### src/rtl/jk_pkg.sv
// Shared JK drive encodings and helpers for JK-cell based counters.
// Latency: n/a (types and pure functions only).
// Backpressure: n/a.
package jk_pkg;

  // {j,k} pair as seen by a single JK cell.
  typedef enum logic [1:0] {
    JK_HOLD = 2'b00,
    JK_CLR  = 2'b01,
    JK_SET  = 2'b10,
    JK_TOG  = 2'b11
  } jk_e;

  // Counting drive: a bit either toggles or stays, never set/clear.
  function automatic jk_e jk_drive(input logic cur, input logic nxt);
    return (cur ^ nxt) ? JK_TOG : JK_HOLD;
  endfunction

  // Parallel-load drive: force the cell to the requested value.
  function automatic jk_e jk_force(input logic val);
    return val ? JK_SET : JK_CLR;
  endfunction

endpackage

### src/rtl/jk_ff_r.sv
// Single JK flip-flop with asynchronous active-low clear to 0.
// Latency: q updates on the rising clk edge after j/k are sampled.
// Backpressure: none. Ports: clk, rst_n, j, k in; q out.
module jk_ff_r
  import jk_pkg::*;
(
  input  logic clk,
  input  logic rst_n,
  input  logic j,
  input  logic k,
  output logic q
);

  logic q_d;
  logic q_q;

  always_comb begin
    q_d = q_q;
    case ({j, k})
      JK_HOLD: q_d = q_q;
      JK_CLR:  q_d = 1'b0;
      JK_SET:  q_d = 1'b1;
      JK_TOG:  q_d = ~q_q;
      default: q_d = q_q;
    endcase
  end

  always_ff @(posedge clk or negedge rst_n) begin
    if (!rst_n) begin
      q_q <= 1'b0;
    end else begin
      q_q <= q_d;
    end
  end

  assign q = q_q;

endmodule

### src/rtl/jk_sync_counter.sv
// Modulo-MOD up/down counter built from WIDTH JK cells with load, tc, wrap and load-error flags.
// Latency: q, wrap, load_err update one edge after sampling; tc is combinational from q/up_dn.
// Backpressure: none. Ports: clk, rst_n, en, up_dn, load, load_val in; q, tc, wrap, load_err out.
module jk_sync_counter
  import jk_pkg::*;
#(
  parameter int WIDTH = 4,
  parameter int MOD   = 10
) (
  input  logic             clk,
  input  logic             rst_n,
  input  logic             en,
  input  logic             up_dn,
  input  logic             load,
  input  logic [WIDTH-1:0] load_val,
  output logic [WIDTH-1:0] q,
  output logic             tc,
  output logic             wrap,
  output logic             load_err
);

  if (MOD < 2 || MOD > (1 << WIDTH)) begin : g_bad_mod
    $error("jk_sync_counter: MOD out of range for WIDTH");
  end

  // One extra bit so MOD == 2**WIDTH is representable in comparisons.
  typedef logic [WIDTH:0] cnt_ext_t;
  localparam cnt_ext_t         LIMIT = cnt_ext_t'(MOD);
  localparam cnt_ext_t         LAST  = cnt_ext_t'(MOD - 1);
  localparam logic [WIDTH-1:0] ONE   = WIDTH'(1);
  localparam logic [WIDTH-1:0] ZERO  = '0;

  logic [WIDTH-1:0]      q_cells;
  logic [WIDTH-1:0]      next_cnt;
  logic [WIDTH-1:0][1:0] jk_sel;
  logic [WIDTH-1:0]      j_vec;
  logic [WIDTH-1:0]      k_vec;
  logic                  do_load;
  logic                  do_count;
  logic                  wrap_d, wrap_q;
  logic                  load_err_d, load_err_q;
  cnt_ext_t              q_ext;

  assign q_ext = {1'b0, q_cells};

  always_comb begin
    next_cnt   = q_cells;
    wrap_d     = 1'b0;
    do_load    = load && ({1'b0, load_val} < LIMIT);
    load_err_d = load && !({1'b0, load_val} < LIMIT);
    do_count   = !load && en;

    if (do_count) begin
      if (q_ext >= LIMIT) begin
        // Corrupted state: recover to 0 silently.
        next_cnt = ZERO;
      end else if (up_dn) begin
        if (q_ext == LAST) begin
          next_cnt = ZERO;
          wrap_d   = 1'b1;
        end else begin
          next_cnt = q_cells + ONE;
        end
      end else begin
        if (q_cells == ZERO) begin
          next_cnt = LAST[WIDTH-1:0];
          wrap_d   = 1'b1;
        end else begin
          next_cnt = q_cells - ONE;
        end
      end
    end

    // Rejected loads fall through to hold: the count must not move.
    for (int i = 0; i < WIDTH; i++) begin
      jk_sel[i] = JK_HOLD;
      if (do_load) begin
        jk_sel[i] = jk_force(load_val[i]);
      end else if (do_count) begin
        jk_sel[i] = jk_drive(q_cells[i], next_cnt[i]);
      end
      j_vec[i] = jk_sel[i][1];
      k_vec[i] = jk_sel[i][0];
    end
  end

  for (genvar g = 0; g < WIDTH; g++) begin : g_cell
    jk_ff_r u_cell (
      .clk   (clk),
      .rst_n (rst_n),
      .j     (j_vec[g]),
      .k     (k_vec[g]),
      .q     (q_cells[g])
    );
  end

  always_ff @(posedge clk or negedge rst_n) begin
    if (!rst_n) begin
      wrap_q     <= 1'b0;
      load_err_q <= 1'b0;
    end else begin
      wrap_q     <= wrap_d;
      load_err_q <= load_err_d;
    end
  end

  assign q        = q_cells;
  assign tc       = (up_dn && (q_ext == LAST)) || (!up_dn && (q_cells == ZERO));
  assign wrap     = wrap_q;
  assign load_err = load_err_q;

endmodule
### config.mk
export PLATFORM = sky130hd
export DESIGN_NAME = jk_sync_counter
export DESIGN_NICKNAME = d
export VERILOG_FILES = /design/src/rtl/jk_pkg.sv /design/src/rtl/jk_ff_r.sv /design/src/rtl/jk_sync_counter.sv
export SDC_FILE = /design/constraint.sdc
export NUM_CORES = 1
export LEC_CHECK = 0
export ABC_AREA = 1
export CORE_AREA = 2 2 39 41
export DETAILED_ROUTE_END_ITERATION = 8
export DIE_AREA = 0 0 41 43
export PLACE_DENSITY = 0.76
export SKIP_CTS_REPAIR_TIMING = 1
export SYNTH_ARGS = -nofsm -noshare
export SYNTH_HDL_FRONTEND = slang
export SYNTH_HIERARCHICAL = 1
export SYNTH_SLANG_ARGS = --single-unit
### constraint.sdc
create_clock -name clk -period 2.9 [get_ports clk]
set_input_delay 0.435 -clock clk [delete_from_list [all_inputs] [get_ports clk]]
set_output_delay 0.435 -clock clk [all_outputs]
set_load 0.02 [all_outputs]
Word-level counts from Yosys, hierarchy flattened. Index checks and enable logic that the tools add are counted.

Memories kept: 0. Word-level logic and storage cells: 75. Bits in latches: 0. Register bits: 6. ROM bits: 0. RAM bits: 0. Bits of input ports: 9.

Equal/unequal tests: 13. Div/mod/pow operators: 0. Shifts and indexed selects: 0. Add/sub/neg operators: 2. Multiplexer cells: 30. Order comparisons: 2. Reductions and logical operators: 14. Multiply operators: 0. Bitwise operators: 8.

Operator list (count): 2-to-1 mux 2 bit (16); 2-to-1 mux 4 bit (5); == test 2 bit, second input constant (8); case mux 1 bit (3 select lines) (4); == test 2 x 1 -> 1 bit, second input constant (4); zero test 2 bit (4); logical AND 1 bit (5); 2-to-1 mux 1 bit (5); adder 4 x 1 -> 4 bit, second input constant (1); == test 4 bit, second input constant (1); greater-or-equal comparator 4 bit, second input constant (1); zero test 4 bit (1); < comparator 4 bit, second input constant (1); NOT 1 bit (4); subtractor 4 x 1 -> 4 bit, second input constant (1); bitwise XOR 1 bit (4); zero test 1 bit (3); logical OR 1 bit (1).

Depth between registers and ports, before layout. Gate-level depths: netlist of run 1.

Depth after elaboration: 11. Gate-level depth with buffers: 13. Depth with buffers taken out: 13.

Modules after synthesis. The synthesis of run 1 kept the hierarchy.

Modules (own cells, without submodules): jk_sync_counter (area each 437.9 µm², cells each 75, instances 1); jk_ff_r (area each 43.8 µm², cells each 6, instances 4).

Worst setup path after synthesis of run 1. Ideal clock, no wire load.

Path kind: register to output. Start point: reg g_cell[0].u_cell.q_q. End point: out tc. Arrival time: 1.238 ns. Path slack: 1.227 ns. Cell stages (with the launch flop): 7. Cell sequence: dfrtp_1 inv_1 ha_1 nand2_2 nor2_2 inv_2 nand2_2.

Cells in the longest elaborated chain, start to end: 3.

RTL lines: from (decl) (line jk_ff_r.sv:15) `logic q_q;`; from (signal assigned) (line jk_ff_r.sv:32) `q_q <= q_d;`; == test 4 bit or zero test 4 bit (tied branches) (line jk_sync_counter.sv:108) `assign tc = (up_dn && (q_ext == LAST)) || (!up_dn && (q_cells == ZERO));`; logical AND 1 bit (line jk_sync_counter.sv:108); logical OR 1 bit (*) (line jk_sync_counter.sv:108); to (decl) (line jk_sync_counter.sv:17) `output logic tc,`.

Mark *: on every way between the ends. The rest lies on a longest branch, timed or not.

Worst setup path after layout of run 1.
Start point: reg g_cell[1].u_cell.q_q. End point: out tc.

Cells in the longest elaborated chain, start to end: 3.

RTL lines (line): from (decl) (jk_ff_r.sv:15); from (signal assigned) (jk_ff_r.sv:32); == test 4 bit or zero test 4 bit (tied branches) (jk_sync_counter.sv:108); logical AND 1 bit (jk_sync_counter.sv:108); logical OR 1 bit (*) (jk_sync_counter.sv:108).

Marked as above.

==> results.toml, run 1 <==
[outcome]
status = "completed"

[die]
dieArea_mm2 = 0.00176
initial_core_util = 0.443
ios = 16
num_rows = 14
die_w_um = 41
core_mm2 = 0.00138
die_h_um = 43

[placement]
gp_congestion = 0.803
portBuffers = 15
place_area_um2 = 783
hpwl_um = 1070

[synthesis]
synth_area_leaders = "dfrtp_1 24%, nand2_1 21%, inv_1 11%, ha_1 8.2%, nand3_2 8.2%"
synth_seq_cells = 6
yosysSeqAreaShare = 0.245
synth_top_cells_by_count = "34 x nand2_1, 18 x inv_1, 7 x nand3_1, 6 x dfrtp_1"
yosys.area_share.xor_xnor = 0
synth.area.mux_share = 0
ys.flop_type = "dfrtp_1"
synth_edf_count = 0
syn-cell-area_um2 = 613
synth_fp_nets = 112
synth_simple_gate_area_share = 0.480
syn-instance-count = 99
syn_area_per_cell_um2 = 6.19
synth_compound_area_frac = 0.0531
post-synth-top-count-cell = "nand2_1"
synth_fa_ha_area_frac = 0.0816
yosys.area.top_type_share = 0.245
ys_types = 15
synth_top_family_by_area = "simple AND/OR/NAND/NOR gates"
synth_area_leader_cell = "dfrtp_1"
ys_async_sr_fraction = 1.00
yosys_warnings = 6

[drt]
wl_um = 1280
drt-pass1-iter-count = 4
final_antenna_net_count = 0
post_drt_wl_per_cell_um = 9.65
drt_iter0_markers = 19
vias = 638
vias_per_cell = 4.80
drc_errors = 0

[timing]
finalClockSkew_ns = 0.00203
setup_viol = 0
tns_ns = 0
slew_headroom = 0.675
hold_viol = 0
worst_pin_slew_ns = 0.486
max_freq_ghz = 0.397
period_minus_slack_ns = 2.52
rsz0062_at_grt = "no"
fin_crit_sh = 0.869
drv_slew = 0

[global_route]
grt_use_met1 = 0.226
grt_max_degree = 10
grt_pass1_wl_um = 2110
grt_use_met2 = 0.269
busiest_layer = "met2"
grt_overflow = 0
track_usage = 0.175
grt_pass1_vias = 540
grtUsageMet3 = 0.0628
antenna_found_initial = 0

[worst_setup_path]
path_max_fanout = 9
startpoint = "g_cell[1].u_cell/q"
r2r-start = "g_cell[1].u_cell/q"
path_cells = "inv_1, ha_1, nand3_2, nor2_2, inv_2, nand2_2, clkdlybuf4s50_1"
path_class = "register to output pin"
cp.buffers_inverters = 3
crit_family = "buffers and inverters"
critPathRequiredTime_ns = 2.47
cpMaxStageDelayCell = "clkdlybuf4s50_1"
start_kind = "register"
arrival_ns = 2.08
slowest_delay_ns = 0.59
end_kind = "output pin"

[clock_network]
root_buffer = "clkbuf_4"
clk_latency_ns = 0.24
cts_tree = "done"
clk_path_buf_depth = 2
cts.clk_slew.worst_paths_ns = 0.05
htreeDepth = 1
numCtsBuffers = 3
cts_sinks = 6

[pwr]
fin_total_pwr_mw = 0.691
p_per_area_mw_per_mm2 = 858
peakVddDrop_mv = 0.348
power_leakage_nw = 0.444

[layout]
n_antenna_cell = 0
syn2layout_area_growth_pct = 31.4
drive_above_1_share = 0.197
design_area_um2 = 806
nNetsFinal = 132

[job]
cap_violations = 0

[min_path]
holdCritPathClass = "input port to asynchronous set/reset pin"
## through the flow
stage	hold WS, ns	cells	setup WS, ns	utilization
2_1_floorplan	0.139	99	1.23	-
3_3_place_gp	0.616	130	0.496	0.566
3_5_place_dp	0.632	130	0.457	0.566
4_1_cts	0.445	133	0.382	0.582
5_1_grt	0.462	133	0.238	0.582
6_report	0.444	133	0.381	0.582
## report_power, final
part / leakage [nW] / internal, mW / switching [mW]
logic: 0.355 / 0.177 / 0.259
registers: 0.0758 / 0.113 / 0.0661
clock network: 0.0138 / 0.0467 / 0.0290
## worst reg2reg max path, cell delays in order, from the launching register on
cell and delay (ns):
dfrtp_1 0.52, inv_1 0.16, ha_1 0.24, nand3_2 0.10, nor2_2 0.05, nor2_2 0.14
nand2_1 0.07, nand2_1 0.07, nand3_2 0.07, nand2_1 0.09, inv_1 0.04, nand2_1 0.04
nand2_1 0.06
## flip-flops by register name (all words and copies together) (netlist names)
name	cells
load_err	1
wrap	1
g_cell.u_cell/q	4
## worst paths after layout
kind	end	slack (ns)	cells after the start
setup / recovery	tc	0.38	7
hold / removal	g_cell[2].u_cell/q	0.44	1
setup reg to reg	g_cell[1].u_cell/q	1.14	12
hold reg to reg	g_cell[0].u_cell/q	0.64	2
max in group asynchronous	wrap	2.23	1
min in group clk	g_cell[0].u_cell/q	0.64	2
## cells by family after synthesis
family / count (synthesis)
simple gates: 61
flops: 6
compound gates: 5
buf+inv: 23
fa+ha+maj: 4
## cell usage in the layout, fill, tap and decap left out, drive strengths merged
cell type and count:
nand2 38, inv 23, clkdlybuf4s50 15, nand3 12
nor2 9, dfrtp 6, ha 4, o21ai 4
clkbuf 3, nand4 2, a21oi 1
## cell type report
cell class	instances	area, um^2
inverters	23	86.3
flip-flops and latches	6	150
multi-input cells	70	377
well taps	16	20.0
fillers	151	578
clock buffers	3	22.5
repair buffers	15	150
## metal layers
metal | wire, um | up-vias
met5 | 0 | -
met4 | 14 | 0
met3 | 42 | 2
met2 | 648 | 12
met1 | 577 | 286
li1 | - | 338
Power figures use the tool's default switching activity.
==> inputs of run 2 (changes only) <==
--- a/config.mk
+++ b/config.mk
@@ -6,9 +6,8 @@
 export NUM_CORES = 1
 export LEC_CHECK = 0
 export ABC_AREA = 1
-export CORE_AREA = 2 2 39 41
+export CORE_UTILIZATION = 46
 export DETAILED_ROUTE_END_ITERATION = 8
-export DIE_AREA = 0 0 41 43
 export PLACE_DENSITY = 0.76
 export SKIP_CTS_REPAIR_TIMING = 1
 export SYNTH_ARGS = -nofsm -noshare
==> constraint.sdc (replaced) <==
create_clock -name clk -period 2.85 [get_ports clk]
set_input_delay 0.4275 -clock clk [delete_from_list [all_inputs] [get_ports clk]]
set_output_delay 0.4275 -clock clk [all_outputs]
set_load 0.02 [all_outputs]
==> run 2 against run 1 <==
Net effect: final cell count decreased by 1.5%; sequential cell count unchanged; utilization increased by 10 points; combinational power about the same; first-iteration DRC count unchanged; critical path depth unchanged; design area decreased by 0.31%.
==> results.toml, run 2 (same netlist as run 1, synthesis figures left out) <==
[timing]
worst_pin_slew_ns = 0.469
finalClockSkew_ns = 0.00294
hold_viol = 0
fin_crit_sh = 0.880
rsz0062_at_grt = "no"
drv_slew = 0
slew_headroom = 0.686
tns_ns = 0
period_minus_slack_ns = 2.51
max_freq_ghz = 0.399
setup_viol = 0

[layout]
nNetsFinal = 132
nFillCells = 110
largest_register_ff_count = 4
final_common_cell = "nand2_1"
n_antenna_cell = 0
final_cell_mix = "34 x nand2_1, 18 x inv_1, 15 x clkdlybuf4s50_1"
fin_util = 0.686
drive_above_1_share = 0.197
syn2layout_area_growth_pct = 31.0

[worst_setup_path]
path_max_fanout = 9
cpMaxStageDelayCell = "clkdlybuf4s50_1"
start_kind = "register"
cp.buffers_inverters = 3
crit_family = "buffers and inverters"
end_kind = "output pin"
path_class = "register to output pin"
path_cells = "inv_1, ha_1, nand3_2, nor2_2, inv_2, nand2_2, clkdlybuf4s50_1"
arrival_ns = 2.08
critPathRequiredTime_ns = 2.42
slowest_delay_ns = 0.59

[pwr]
power_leakage_nw = 0.444
p_per_area_mw_per_mm2 = 878
peakVddDrop_mv = 0.633

[drt]
post_drt_wl_per_cell_um = 9.63
vias_per_cell = 4.62
drc_errors = 0
drt-pass1-iter-count = 4
final_antenna_net_count = 0
wl_um = 1260
drt_iter0_markers = 19
vias = 605

[die]
core_mm2 = 0.00117
die_h_um = 38.5
die_w_um = 38.5
initial_core_util = 0.524
dieArea_mm2 = 0.00148
num_rows = 12
ios = 16

[outcome]
status = "completed"

[clock_network]
clk_latency_ns = 0.25
cts_tree = "done"
cts_sinks = 6
cts.clk_slew.worst_paths_ns = 0.05
root_buffer = "clkbuf_4"
numCtsBuffers = 3
clk_path_buf_depth = 2
htreeDepth = 1

[global_route]
grt_pass1_wl_um = 2250
grt_pass1_vias = 547
grt_max_degree = 10
antenna_found_initial = 0
grt_overflow = 0
track_usage = 0.224

[job]
cap_violations = 0

[placement]
portBuffers = 15
gp_congestion = 0.896
hpwl_um = 998

[min_path]
holdCritPathClass = "input port to asynchronous set/reset pin"
run 2: report_power, final:
group	total (mW)	leakage, nW	switching [mW]	internal, mW
Sequential	0.185	0.0758	0.0696	0.115
Clock	0.0815	0.0138	0.0336	0.0478
Combinational	0.439	0.355	0.258	0.181
Total	0.705	0.444	0.361	0.344
run 2: final timing paths:
| check | start | endpoint | slack (ns) | cells after the start |
|---|---|---|---|---|
| min | rst_n | load_err | 0.43 | 1 |
| min in group clk | g_cell[0].u_cell/q | g_cell[0].u_cell/q | 0.64 | 2 |
| max in group asynchronous | rst_n | g_cell[3].u_cell/q | 2.19 | 1 |
| max reg2reg | g_cell[1].u_cell/q | g_cell[1].u_cell/q | 1.12 | 12 |
| max | g_cell[1].u_cell/q | tc | 0.34 | 7 |
| min reg2reg | g_cell[0].u_cell/q | g_cell[0].u_cell/q | 0.64 | 2 |
run 2: routing by layer:
| layer | up-vias | wire length (um) | global-route usage | part of all wire |
|---|---|---|---|---|
| li1 | 337 | - | - | - |
| met3 | 2 | 67 | 0.0872 | 0.053 |
| met1 | 250 | 626 | 0.297 | 0.50 |
| met5 | - | 0 | 0 | 0 |
| met2 | 16 | 556 | 0.338 | 0.44 |
| met4 | 0 | 10 | 0.0517 | 0.0079 |
run 2: through the flow:
step                      hold slack, ns  instance area [um^2]  instances  setup WS, ns  total power, mW
final                              0.430                   803        131         0.341            0.705
after global routing               0.455                   803        131         0.221            0.784
after CTS                          0.438                   803        131         0.336            0.710
after detailed placement           0.623                   781        128         0.426            0.624
after global placement             0.622                   781        128         0.464            0.623
after floorplan                    0.132                   613         99          1.18            0.481
run 2: layout make-up:
class	instances	area, um^2	area share
timing repair buffer	15	150	0.187
sequential	6	150	0.187
inverter	23	86.3	0.107
tap	14	17.5	0.0218
multi-input combinational	70	377	0.469
clock buffer	3	22.5	0.0280
